### src/rtl/dark_pkg.sv
// Shared types for the dark-mode output stage.
// Mode override encoding and the default pixel type.
package dark_pkg;

  localparam int BPC_DEF = 8;

  typedef logic [3*BPC_DEF-1:0] pixel_t;

  typedef enum logic [1:0] {
    FORCE_AUTO,
    FORCE_OFF,
    FORCE_ON,
    FORCE_AUTO2
  } force_t;

  function automatic logic resolve_mode(
    input force_t f,
    input logic   auto_m
  );
    logic m;
    m = auto_m;
    unique case (f)
      FORCE_OFF: m = 1'b0;
      FORCE_ON:  m = 1'b1;
      default:   m = auto_m;
    endcase
    return m;
  endfunction

endpackage

### src/rtl/dark_mux_line_debounce.sv
// Line-end detect, verdict debounce and force resolution.
// Debouncer enabled by DARK_MUX_DEBOUNCE_EN, else mode follows each line verdict.
module line_debounce
  import dark_pkg::*;
#(
  parameter int HOLD = 4
) (
  input  logic       clk_i,
  input  logic       rst_ni,
  input  logic       de_i,
  input  logic       rx_i,
  input  logic [1:0] force_i,
  output logic       mode_o
);

  logic de_r_q, de_r_d;
  logic mode_a_q, mode_a_d;
  logic mode_q, mode_d;
  logic line_end;

  assign line_end = ~de_i & de_r_q;
  assign de_r_d   = de_i;

`ifdef DARK_MUX_DEBOUNCE_EN
  localparam int CW = $clog2(HOLD + 1);
  localparam logic [CW-1:0] LAST = CW'(HOLD - 1);

  logic [CW-1:0] cnt_q, cnt_d;

  always_comb begin
    mode_a_d = mode_a_q;
    cnt_d    = cnt_q;
    if (line_end) begin
      if (rx_i == mode_a_q) begin
        cnt_d = '0;
      end else if (cnt_q == LAST) begin
        mode_a_d = rx_i;
        cnt_d    = '0;
      end else begin
        cnt_d = cnt_q + 1'b1;
      end
    end
  end

  always_ff @(posedge clk_i) begin
    if (!rst_ni) cnt_q <= '0;
    else         cnt_q <= cnt_d;
  end
`else
  always_comb begin
    mode_a_d = mode_a_q;
    if (line_end && HOLD != 0) mode_a_d = rx_i;
  end
`endif

  // Force uses this cycle's verdict so the new line sees it at once.
  always_comb begin
    mode_d = mode_q;
    if (line_end) mode_d = resolve_mode(force_t'(force_i), mode_a_d);
  end

  always_ff @(posedge clk_i) begin
    if (!rst_ni) begin
      de_r_q   <= 1'b0;
      mode_a_q <= 1'b0;
      mode_q   <= 1'b0;
    end else begin
      de_r_q   <= de_r_d;
      mode_a_q <= mode_a_d;
      mode_q   <= mode_d;
    end
  end

  assign mode_o = mode_q;

endmodule

### src/rtl/dark_mux.sv
// Two-stage video pipeline inverting RGB when dark mode is applied.
// DARK_MUX_DEBOUNCE_EN selects the HOLD-line debounced mode switch.
module dark_mux
  import dark_pkg::*;
#(
  parameter int HOLD = 4,
  parameter int BPC  = BPC_DEF
) (
  input  logic             clk_i,
  input  logic             rst_ni,
  input  logic             rx_i,
  input  logic [1:0]       force_i,
  input  logic             vs_i,
  input  logic             hs_i,
  input  logic             de_i,
  input  logic [3*BPC-1:0] data_i,
  output logic             vs_o,
  output logic             hs_o,
  output logic             de_o,
  output logic [3*BPC-1:0] data_o,
  output logic             mode_o
);

  logic             mode;
  logic             vs1_q, vs1_d, hs1_q, hs1_d;
  logic             de1_q, de1_d, md1_q, md1_d;
  logic [3*BPC-1:0] px1_q, px1_d;
  logic             vs2_q, vs2_d, hs2_q, hs2_d;
  logic             de2_q, de2_d;
  logic [3*BPC-1:0] px2_q, px2_d;

  line_debounce #(
    .HOLD(HOLD)
  ) u_deb (
    .clk_i  (clk_i),
    .rst_ni (rst_ni),
    .de_i   (de_i),
    .rx_i   (rx_i),
    .force_i(force_i),
    .mode_o (mode)
  );

  // Full-word complement equals max-minus-c on every component.
  always_comb begin
    vs1_d = vs_i;
    hs1_d = hs_i;
    de1_d = de_i;
    px1_d = data_i;
    md1_d = mode;
    vs2_d = vs1_q;
    hs2_d = hs1_q;
    de2_d = de1_q;
    px2_d = '0;
    if (de1_q) px2_d = md1_q ? ~px1_q : px1_q;
  end

  always_ff @(posedge clk_i) begin
    if (!rst_ni) begin
      vs1_q <= 1'b0;
      hs1_q <= 1'b0;
      de1_q <= 1'b0;
      md1_q <= 1'b0;
      px1_q <= '0;
      vs2_q <= 1'b0;
      hs2_q <= 1'b0;
      de2_q <= 1'b0;
      px2_q <= '0;
    end else begin
      vs1_q <= vs1_d;
      hs1_q <= hs1_d;
      de1_q <= de1_d;
      md1_q <= md1_d;
      px1_q <= px1_d;
      vs2_q <= vs2_d;
      hs2_q <= hs2_d;
      de2_q <= de2_d;
      px2_q <= px2_d;
    end
  end

  assign vs_o   = vs2_q;
  assign hs_o   = hs2_q;
  assign de_o   = de2_q;
  assign data_o = px2_q;
  assign mode_o = mode;

endmodule

### config.mk
export PLATFORM = sky130hd
export DESIGN_NAME = dark_mux
export DESIGN_NICKNAME = d
export VERILOG_FILES = /design/src/rtl/dark_pkg.sv /design/src/rtl/dark_mux_line_debounce.sv /design/src/rtl/dark_mux.sv
export SDC_FILE = /design/constraint.sdc
export NUM_CORES = 1
export LEC_CHECK = 0
export BUFFER_PORTS_ARGS = -buffer_cell sky130_fd_sc_hd__buf_4
export CORE_MARGIN = 1.5
export CORE_UTILIZATION = 39
export DETAILED_ROUTE_END_ITERATION = 10
export HOLD_SLACK_MARGIN = 0.1
export PLACE_DENSITY = 0.7
export SLEW_MARGIN = 20
export SYNTH_ARGS = -nofsm -noshare
export SYNTH_HDL_FRONTEND = slang
export SYNTH_SLANG_ARGS = --single-unit
### constraint.sdc
create_clock -name clk_i -period 1.05 [get_ports clk_i]
set_input_delay 0.0525 -clock clk_i [delete_from_list [all_inputs] [get_ports clk_i]]
set_output_delay 0.0525 -clock clk_i [all_outputs]
set_load 0.01 [all_outputs]
==> results.sh, run 1 <==
export IMPL_status="completed"
export IMPL_clockBufferDepth=2
export IMPL_tritoncts="done"
export IMPL_maxCapViolCount=0
export IMPL_finalWirelength_microns=3140
export IMPL_path_class="flop to flop"
export IMPL_vias_per_cell=3.99
export IMPL_multiInputGateArea_sq_um=534
export IMPL_layout_area_seq_sq_um=1120
export IMPL_place_congestion=0.684
export IMPL_clock_skew_ns=0.00528
export IMPL_vias=1164
export IMPL_postRouteAntennaNets=0
export IMPL_start_util_pct=40.2
export IMPL_dp_cells=256
export IMPL_start_kind="flop"
export IMPL_arrival_ns=1.10
export IMPL_seq_area_frac_synth_pct=64.4
export IMPL_yosys_warnings=0
export IMPL_die_area_sq_um=4870
export IMPL_grt_max_degree=33
export IMPL_period_minus_slack_ns=0.900
export IMPL_cts_sinks=56
export IMPL_grt_setup_unrepaired="false"
export IMPL_leakage_nw=1.14
export IMPL_relSlewSlack_pct=84.1
export IMPL_place_port_buffers=59
export IMPL_end_kind="flop"
export IMPL_first_pass_iters=2
export IMPL_drtIter0Drc=44
export IMPL_grt_first_pass_wirelength_microns=5320
export IMPL_hold_path_class="primary input to flop"
export IMPL_overflow=0
export IMPL_route_detailed_drc=0
export IMPL_setup_viol_count_final=0
export IMPL_antenna_found_initial=0
export IMPL_fp_row_count=24
export IMPL_syn_inst=150
export IMPL_fmax_mhz=1110
export IMPL_clock_latency_ns=0.30
export IMPL_power_mw=4.10
export IMPL_place_area_sq_um=2230
export IMPL_dp_hpwl_microns=1950
export IMPL_power_density_nw_per_um2=1560
export IMPL_tightest_slew_ns=0.238
export IMPL_grt_pass1_vias=1207
export IMPL_post_route_period_util_pct=85.8
export IMPL_antenna_cells=0
export IMPL_gr_usage_all_layers_pct=14.1
export IMPL_crit_path_max_fanout=14
export IMPL_drive_gt1_share_pct=29.6
export IMPL_cts_buffers=5
export IMPL_chipHeight_microns=69.8
export IMPL_cts_resized=0
export IMPL_syn_nets=183
export IMPL_clkTransAtPathRegs_ns=0.09
export IMPL_wl_per_cell_microns=10.8
export IMPL_slew_viol_final=0
export IMPL_cp_required_ns=1.25
export IMPL_cts_root_buf="clkbuf_8"
export IMPL_n_fill_cell=363
export IMPL_core_sq_um=4320
export IMPL_areaGrowthSynthToFinish_pct=51.5
export IMPL_io_pins=60
export IMPL_fin_cells=292
export IMPL_h_tree_depth=2
export IMPL_vdd_drop_max_mv=0.853
export IMPL_synth_avg_cell_area_sq_um=11.6
export IMPL_ys_seq_elements=56
export IMPL_fin_nets=272
export IMPL_postLayoutCellArea_sq_um=2640
export IMPL_fin_tns_setup_ns=0
export IMPL_finalHoldViolCount=0
export IMPL_synth_cell_types=15
export IMPL_die_w_microns=69.8
export IMPL_netlist_area_sq_um=1740
-- cell usage in the layout, fill, tap and decap left out --
cell type / instances
a21oi_1: 1
and2_1: 30
and2b_1: 1
buf_12: 3
buf_4: 59
bufinv_16: 1
clkbuf_8: 7
dfxtp_1: 56
dlygate4sd3_1: 28
ha_1: 1
inv_1: 2
mux2i_1: 1
nand2_2: 1
nor2_1: 24
o21ai_0: 1
xnor2_1: 24
-- timing repair --
item | 4_1_cts | 5_1_grt
setup endpoints to repair | 0 | 0
hold endpoints to repair | 28 | 0
buffers inserted | 0 | 0
hold buffers | 28 | 0
-- where the power goes --
group	internal (mW)	total, mW	switching [mW]	leakage [nW]
sequential	2.21	2.24	0.0329	0.460
clock	0.841	1.46	0.624	0.0645
combinational	0.271	0.400	0.129	0.619
total	3.32	4.10	0.786	1.14
-- per-stage QoR --
stage	worst slack (ns)	hold WS (ns)	util (%)
after CTS	0.141	0.140	61.0
after global routing	0.100	0.148	61.0
after detailed placement	0.155	0.263	51.6
after global placement	0.176	0.262	51.6
after floorplan	0.199	0.180	-
final	0.150	0.137	61.0
-- synth_stat cells --
master | count | area share, %
nor2_1 | 24 | 5.2
dfxtp_1 | 56 | 64
and2b_1 | 1 | 0.43
o21ai_0 | 1 | 0.29
inv_1 | 2 | 0.43
nand2_2 | 1 | 0.36
buf_12 | 2 | 2.3
and2_1 | 30 | 11
mux2i_1 | 1 | 0.58
a21oi_1 | 1 | 0.29
buf_6 | 1 | 0.65
clkbuf_1 | 3 | 0.65
buf_4 | 2 | 0.86
ha_1 | 1 | 0.72
xnor2_1 | 24 | 12
-- cell families after synthesis --
family                   share of synthesized area (%)
XOR/XNOR                                          12.1
AO/OA/AOI/OAI                                    0.575
multiplexers                                     0.575
AND/OR/NAND/NOR                                   16.8
flip-flops                                        64.4
buffers and inverters                             4.89
adder cells (fa/ha/maj)                          0.719
-- worst max-delay path, stage by stage, from the launching register on --
cell	delay, ns
dfxtp_1	0.43
buf_12	0.18
xnor2_1	0.13
nor2_1	0.06
-- final cells by class --
type / instances / area share, %
well taps: 52 / 2.47
multi-input cells: 84 / 20.3
inverters: 2 / 0.285
flip-flops and latches: 56 / 42.5
clock buffers: 7 / 3.65
repair buffers: 90 / 29.7
clock inverters: 1 / 1.14
-- per-layer routing --
layer / GRT usage, % / vias to the layer above / part of all wire [%] / routed length (microns)
met1: 15.6 / 498 / 42 / 1300
met3: 5.38 / 6 / 4.9 / 155
li1: - / 627 / - / -
met4: 5.13 / 0 / 1.7 / 52
met5: 0 / - / 0 / 0
met2: 24.7 / 33 / 52 / 1630
-- state kept, by name (all words and copies together), names as in the netlist --
name,count
data_o,24
de_o,1
hs1_q,1
hs_o,1
md1_q,1
px1_q,24
u_deb.de_r_q,1
u_deb.mode_o,1
vs1_q,1
vs_o,1
-- final timing paths --
| path | start | to | slack (ns) | cells past startpoint |
|---|---|---|---|---|
| worst min register to register | vs1_q$_SDFF_PN0_ | vs_o$_SDFF_PN0_ | 0.44 | 1 |
| worst min-delay path | rst_ni | u_deb.mode_o$_SDFFE_PN0P_ | 0.14 | 3 |
| worst max register to register | md1_q$_SDFF_PN0_ | data_o[8]$_SDFF_PN0_ | 0.15 | 3 |
| worst max-delay path | md1_q$_SDFF_PN0_ | data_o[8]$_SDFF_PN0_ | 0.15 | 3 |
Power figures use the tool's default switching activity.
==> run 2, diff against run 1 <==
CORE_ASPECT_RATIO = 1.75   (was not set)
==> run 2 against run 1 <==
Combinational power decreased by 1%. Sequential share of layout area increased by 0.91 points. Critical endpoint is now u_deb.mode_o$_SDFFE_PN0P_. Routed wire length decreased by 6.2%. Largest cell class unchanged.
==> results.sh, run 2 (synthesized netlist as in run 1, its figures left out) <==
export IMPL_chipHeight_microns=91.4
export IMPL_critPathMaxStageDelay_ns=0.53
export IMPL_tightest_slew_ns=0.235
export IMPL_layout_commonest_cell="buf_4"
export IMPL_hold_path_class="primary input to flop"
export IMPL_overflow=0
export IMPL_gr_usage_all_layers_pct=13.9
export IMPL_grt_first_pass_wirelength_microns=4880
export IMPL_clockBufferDepth=2
export IMPL_die_w_microns=53.5
export IMPL_finalWirelength_microns=2950
export IMPL_wl_per_cell_microns=10.1
export IMPL_antenna_cells=0
export IMPL_power_mw=3.76
export IMPL_antenna_found_initial=0
export IMPL_start_util_pct=39.9
export IMPL_h_tree_depth=2
export IMPL_vias_per_cell=3.98
export IMPL_die_area_sq_um=4890
export IMPL_place_congestion=0.748
export IMPL_leakage_nw=1.12
export IMPL_cp_cell_sequence="dlygate4sd3_1 -> buf_4 -> buf_4 -> o21ai_0 -> a21oi_1"
export IMPL_use_met1_pct=12.8
export IMPL_clockPowerShare_pct=30.0
export IMPL_swShare_pct=19.9
export IMPL_areaGrowthSynthToFinish_pct=48.4
export IMPL_worstRegToRegCells=3
export IMPL_tritoncts="done"
export IMPL_status="completed"
export IMPL_route_detailed_drc=0
export IMPL_power_density_nw_per_um2=1460
export IMPL_first_pass_iters=4
export IMPL_relSlewSlack_pct=84.3
export IMPL_grt_pass1_vias=1123
export IMPL_clock_skew_ns=0.00799
export IMPL_cts_root_buf="clkbuf_8"
export IMPL_cp_common_cell="buf_4"
export IMPL_place_port_buffers=59
export IMPL_final_cell_mix="buf_4 (60), dfxtp_1 (56), and2_1 (30)"
export IMPL_crit_buf_inv=3
export IMPL_grt_busiest_layer="met2"
export IMPL_grt_setup_unrepaired="false"
export IMPL_crit_end="u_deb.mode_o$_SDFFE_PN0P_"
export IMPL_period_minus_slack_ns=0.941
export IMPL_path_class="primary input to flop"
export IMPL_cp_required_ns=1.29
export IMPL_multiInputGateArea_sq_um=539
export IMPL_reg2reg_slack_ns=0.18
export IMPL_fp_row_count=32
export IMPL_cts_sinks=56
export IMPL_internal_power_mw=3.01
export IMPL_vdd_drop_max_mv=1.24
export IMPL_grtUsageMet2_pct=24.7
export IMPL_n_fill_cell=365
export IMPL_reg2reg_to="data_o[20]$_SDFF_PN0_"
export IMPL_fin_nets=272
export IMPL_finalHoldViolCount=0
export IMPL_start_kind="primary input"
export IMPL_cp_slowest_cell="dlygate4sd3_1"
export IMPL_grtUsageMet3_pct=4.44
export IMPL_slew_viol_final=0
export IMPL_maxCapViolCount=0
export IMPL_arrival_ns=1.18
export IMPL_setup_viol_count_final=0
export IMPL_clock_latency_ns=0.30
export IMPL_cp_top_family="buffers and inverters"
export IMPL_postCtsSetupBuffers=0
export IMPL_switching_power_mw=0.750
export IMPL_p_seq_share_pct=59.5
export IMPL_cp_depth=5
export IMPL_crit_start="rst_ni"
export IMPL_postRouteAntennaNets=0
export IMPL_dp_hpwl_microns=1900
export IMPL_fmax_mhz=1060
export IMPL_drive_gt1_share_pct=28.3
export IMPL_layout_area_seq_sq_um=1120
export IMPL_clkTransAtPathRegs_ns=0.09
export IMPL_core_sq_um=4360
export IMPL_post_route_period_util_pct=89.7
export IMPL_grt_max_degree=26
export IMPL_io_pins=60
export IMPL_end_kind="flop"
export IMPL_crit_path_max_fanout=18
export IMPL_drtIter0Drc=10
export IMPL_cts_buffers=5
export IMPL_r2r_start="md1_q$_SDFF_PN0_"
export IMPL_vias=1157
export IMPL_fin_tns_setup_ns=0
export IMPL_p_comb_share_pct=10.5
## run 2: changes by cell type in the layout (fill, tap and decap cells not counted)
cell	change
dlygate4sd3_1	+1
clkbuf_8	-1
bufinv_16	-1
buf_4	+1
clkbuf_1	+2
nand2_2	-1
buf_12	-2
nand2_4	+1
## run 2: metal layers
metal	wire length, microns	part of all wire [%]
met4	104	3.5
met3	162	5.5
met1	1040	35
met5	0	0
met2	1640	56
## run 2: worst min path at each step
stage | startpoint | to | slack (ns) | cells past startpoint
after CTS | force_i[1] | u_deb.mode_o$_SDFFE_PN0P_ | 0.16 | 4
after global routing | force_i[1] | u_deb.mode_o$_SDFFE_PN0P_ | 0.24 | 4
after global placement | data_i[9] | px1_q[9]$_SDFF_PN0_ | 0.26 | 2
after floorplan | hs_i | hs1_q$_SDFF_PN0_ | 0.18 | 1
final | force_i[1] | u_deb.mode_o$_SDFFE_PN0P_ | 0.21 | 4
after detailed placement | data_i[23] | px1_q[23]$_SDFF_PN0_ | 0.26 | 2
## run 2: what timing repair did
item / 4_1_cts / 5_1_grt
endpoints found under the hold margin: 29 / 0
resized for setup: 0 / 1
hold buffers: 29 / 0
endpoints found under the setup margin: 0 / 23
## run 2: power groups by stage
stage	combinational [mW]	sequential, mW	clock, mW
global placement	0.303	2.29	0
finish	0.396	2.24	1.13
detailed placement	0.305	2.29	0
CTS	0.391	2.24	1.17
global route	0.432	2.25	1.26
floorplan	0.159	2.30	0
## run 2: cell type report
class	instances	area share, %
multi-input cells	84	20.9
flip-flops and latches	56	43.4
clock buffers	8	3.49
repair buffers	90	29.5
inverters	2	0.291
well taps	51	2.47
## run 2: worst min-delay path, cell delays in order
cell	delay, ns
buf_4	0.08
ha_1	0.13
mux2i_1	0.07
a21oi_1	0.13
## run 2: per-stage QoR
stage	util [%]	worst slack (ns)	cell area [sq um]	std cells	hold WS, ns
finish	59.2	0.109	2580	291	0.210
CTS	59.1	0.00812	2580	291	0.161
floorplan	-	0.199	1740	150	0.180
global route	59.2	0.0234	2580	291	0.239
global placement	50.3	0.185	2200	254	0.261
detailed placement	50.3	0.168	2200	254	0.263
==> run 3, diff against run 2 <==
CTS_BUF_LIST = sky130_fd_sc_hd__clkbuf_4 sky130_fd_sc_hd__clkbuf_8   (was not set)
==> run 3 against run 2 <==
Sequential cell count unchanged. Routed wire length up 0.10%. Die area unchanged. Design area up 0.29%. Clock power up 4%. Sequential share of layout area down 0.13 points. Non-clock buffer count unchanged. First-iteration DRC count down 20%. Cell count unchanged. Critical path depth unchanged. Critical endpoint unchanged. Largest cell class unchanged. Largest power group unchanged.
==> results.sh, run 3 (synthesized netlist as in run 1, its figures left out) <==
export IMPL_cp_required_ns=1.29
export IMPL_cp_cell_sequence="dlygate4sd3_1 -> buf_4 -> buf_4 -> o21ai_0 -> a21oi_1"
export IMPL_status="completed"
export IMPL_wl_met1_microns=1040
export IMPL_start_util_pct=39.9
export IMPL_tritoncts="done"
export IMPL_antenna_cells=0
export IMPL_finalHoldViolCount=0
export IMPL_leakage_nw=1.13
export IMPL_io_pins=60
export IMPL_fp_row_count=32
export IMPL_holdWs_ns=0.209
export IMPL_grt_first_pass_wirelength_microns=4880
export IMPL_start_kind="primary input"
export IMPL_end_kind="flop"
export IMPL_top_layer_used="met4"
export IMPL_postLayoutCellArea_sq_um=2590
export IMPL_postCtsSetupBuffers=0
export IMPL_relSlewSlack_pct=84.2
export IMPL_areaGrowthSynthToFinish_pct=48.8
export IMPL_arrival_ns=1.18
export IMPL_hold_path_class="primary input to flop"
export IMPL_clockBufferDepth=2
export IMPL_fin_util_pct=59.3
export IMPL_fin_nets=272
export IMPL_wl_met3_microns=161
export IMPL_die_w_microns=53.5
export IMPL_h_tree_depth=2
export IMPL_cts_buffers=5
export IMPL_crit_path_max_fanout=18
export IMPL_overflow=0
export IMPL_grt_setup_unrepaired="false"
export IMPL_fmax_mhz=1060
export IMPL_cts_root_buf="clkbuf_8"
export IMPL_power_density_nw_per_um2=1470
export IMPL_antenna_found_initial=0
export IMPL_gr_usage_all_layers_pct=13.9
export IMPL_wl_per_cell_microns=10.1
export IMPL_cp_slowest_cell="dlygate4sd3_1"
export IMPL_dp_worst_setup_slack_ns=0.168
export IMPL_wl_met2_microns=1640
export IMPL_critPathMaxStageDelay_ns=0.53
export IMPL_place_congestion=0.748
export IMPL_grt_pass1_vias=1123
export IMPL_first_pass_iters=2
export IMPL_postRouteAntennaNets=0
export IMPL_maxCapViolCount=0
export IMPL_path_class="primary input to flop"
export IMPL_place_port_buffers=59
export IMPL_final_cell_mix="buf_4 (60), dfxtp_1 (56), and2_1 (30)"
export IMPL_route_detailed_drc=0
export IMPL_layout_commonest_cell="buf_4"
export IMPL_n_fill_cell=364
export IMPL_setup_viol_count_final=0
export IMPL_dp_cells=254
export IMPL_period_minus_slack_ns=0.943
export IMPL_vias=1159
export IMPL_vdd_drop_max_mv=1.24
export IMPL_fin_ws_ns=0.107
export IMPL_chipHeight_microns=91.4
export IMPL_place_area_sq_um=2200
export IMPL_fin_cells=291
export IMPL_cts_sinks=56
export IMPL_dp_hpwl_microns=1900
export IMPL_clock_skew_ns=0.00780
export IMPL_tightest_slew_ns=0.236
export IMPL_cp_common_cell="buf_4"
export IMPL_slew_viol_final=0
export IMPL_die_area_sq_um=4890
export IMPL_grt_max_degree=26
export IMPL_core_sq_um=4360
export IMPL_drtIter0Drc=8
export IMPL_finalWirelength_microns=2950
export IMPL_fin_tns_setup_ns=0
export IMPL_vias_per_cell=3.98
export IMPL_clock_latency_ns=0.30
export IMPL_drive_gt1_share_pct=29.2
export IMPL_power_mw=3.82
export IMPL_post_route_period_util_pct=89.8
export IMPL_clkTransAtPathRegs_ns=0.09
run 3: worst max-delay path: cells and delay by family:
family / cells / cell delay (ns)
buffers and inverters: 3 / 0.92
AOI/OAI and AO/OA: 2 / 0.21
run 3: area by class of cell:
type	instances	area, sq um	share of cell area, %
Sequential cell	56	1120	43.3
Multi-Input combinational cell	84	539	20.8
Clock buffer	8	97.6	3.77
Inverter	2	7.51	0.290
Timing Repair Buffer	90	761	29.4
Tap cell	51	63.8	2.46
run 3: path summary, 6_finish.rpt:
| check | cells past startpoint | slack [ns] | startpoint | end |
|---|---|---|---|---|
| max | 5 | 0.11 | rst_ni | u_deb.mode_o$_SDFFE_PN0P_ |
| max reg2reg | 3 | 0.18 | md1_q$_SDFF_PN0_ | data_o[20]$_SDFF_PN0_ |
| min reg2reg | 1 | 0.44 | hs1_q$_SDFF_PN0_ | hs_o$_SDFF_PN0_ |
| min | 4 | 0.21 | force_i[1] | u_deb.mode_o$_SDFFE_PN0P_ |
run 3: power by group:
| group | leakage (nW) | internal (mW) | total (mW) | switching [mW] |
|---|---|---|---|---|
| clock network | 0.0523 | 0.590 | 1.18 | 0.594 |
| registers | 0.460 | 2.20 | 2.24 | 0.0320 |
| logic | 0.616 | 0.267 | 0.396 | 0.130 |
run 3: what timing repair did:
action                                 CTS  global route
hold buffers                            29             0
setup endpoints to repair                0            23
endpoints found under the hold margin   29             0
resized for setup                        0             1
run 3: metal layers:
metal	vias up	global-route usage, %
met5	-	0
li1	623	-
met3	9	4.44
met2	38	24.7
met4	0	8.55
met1	489	12.8
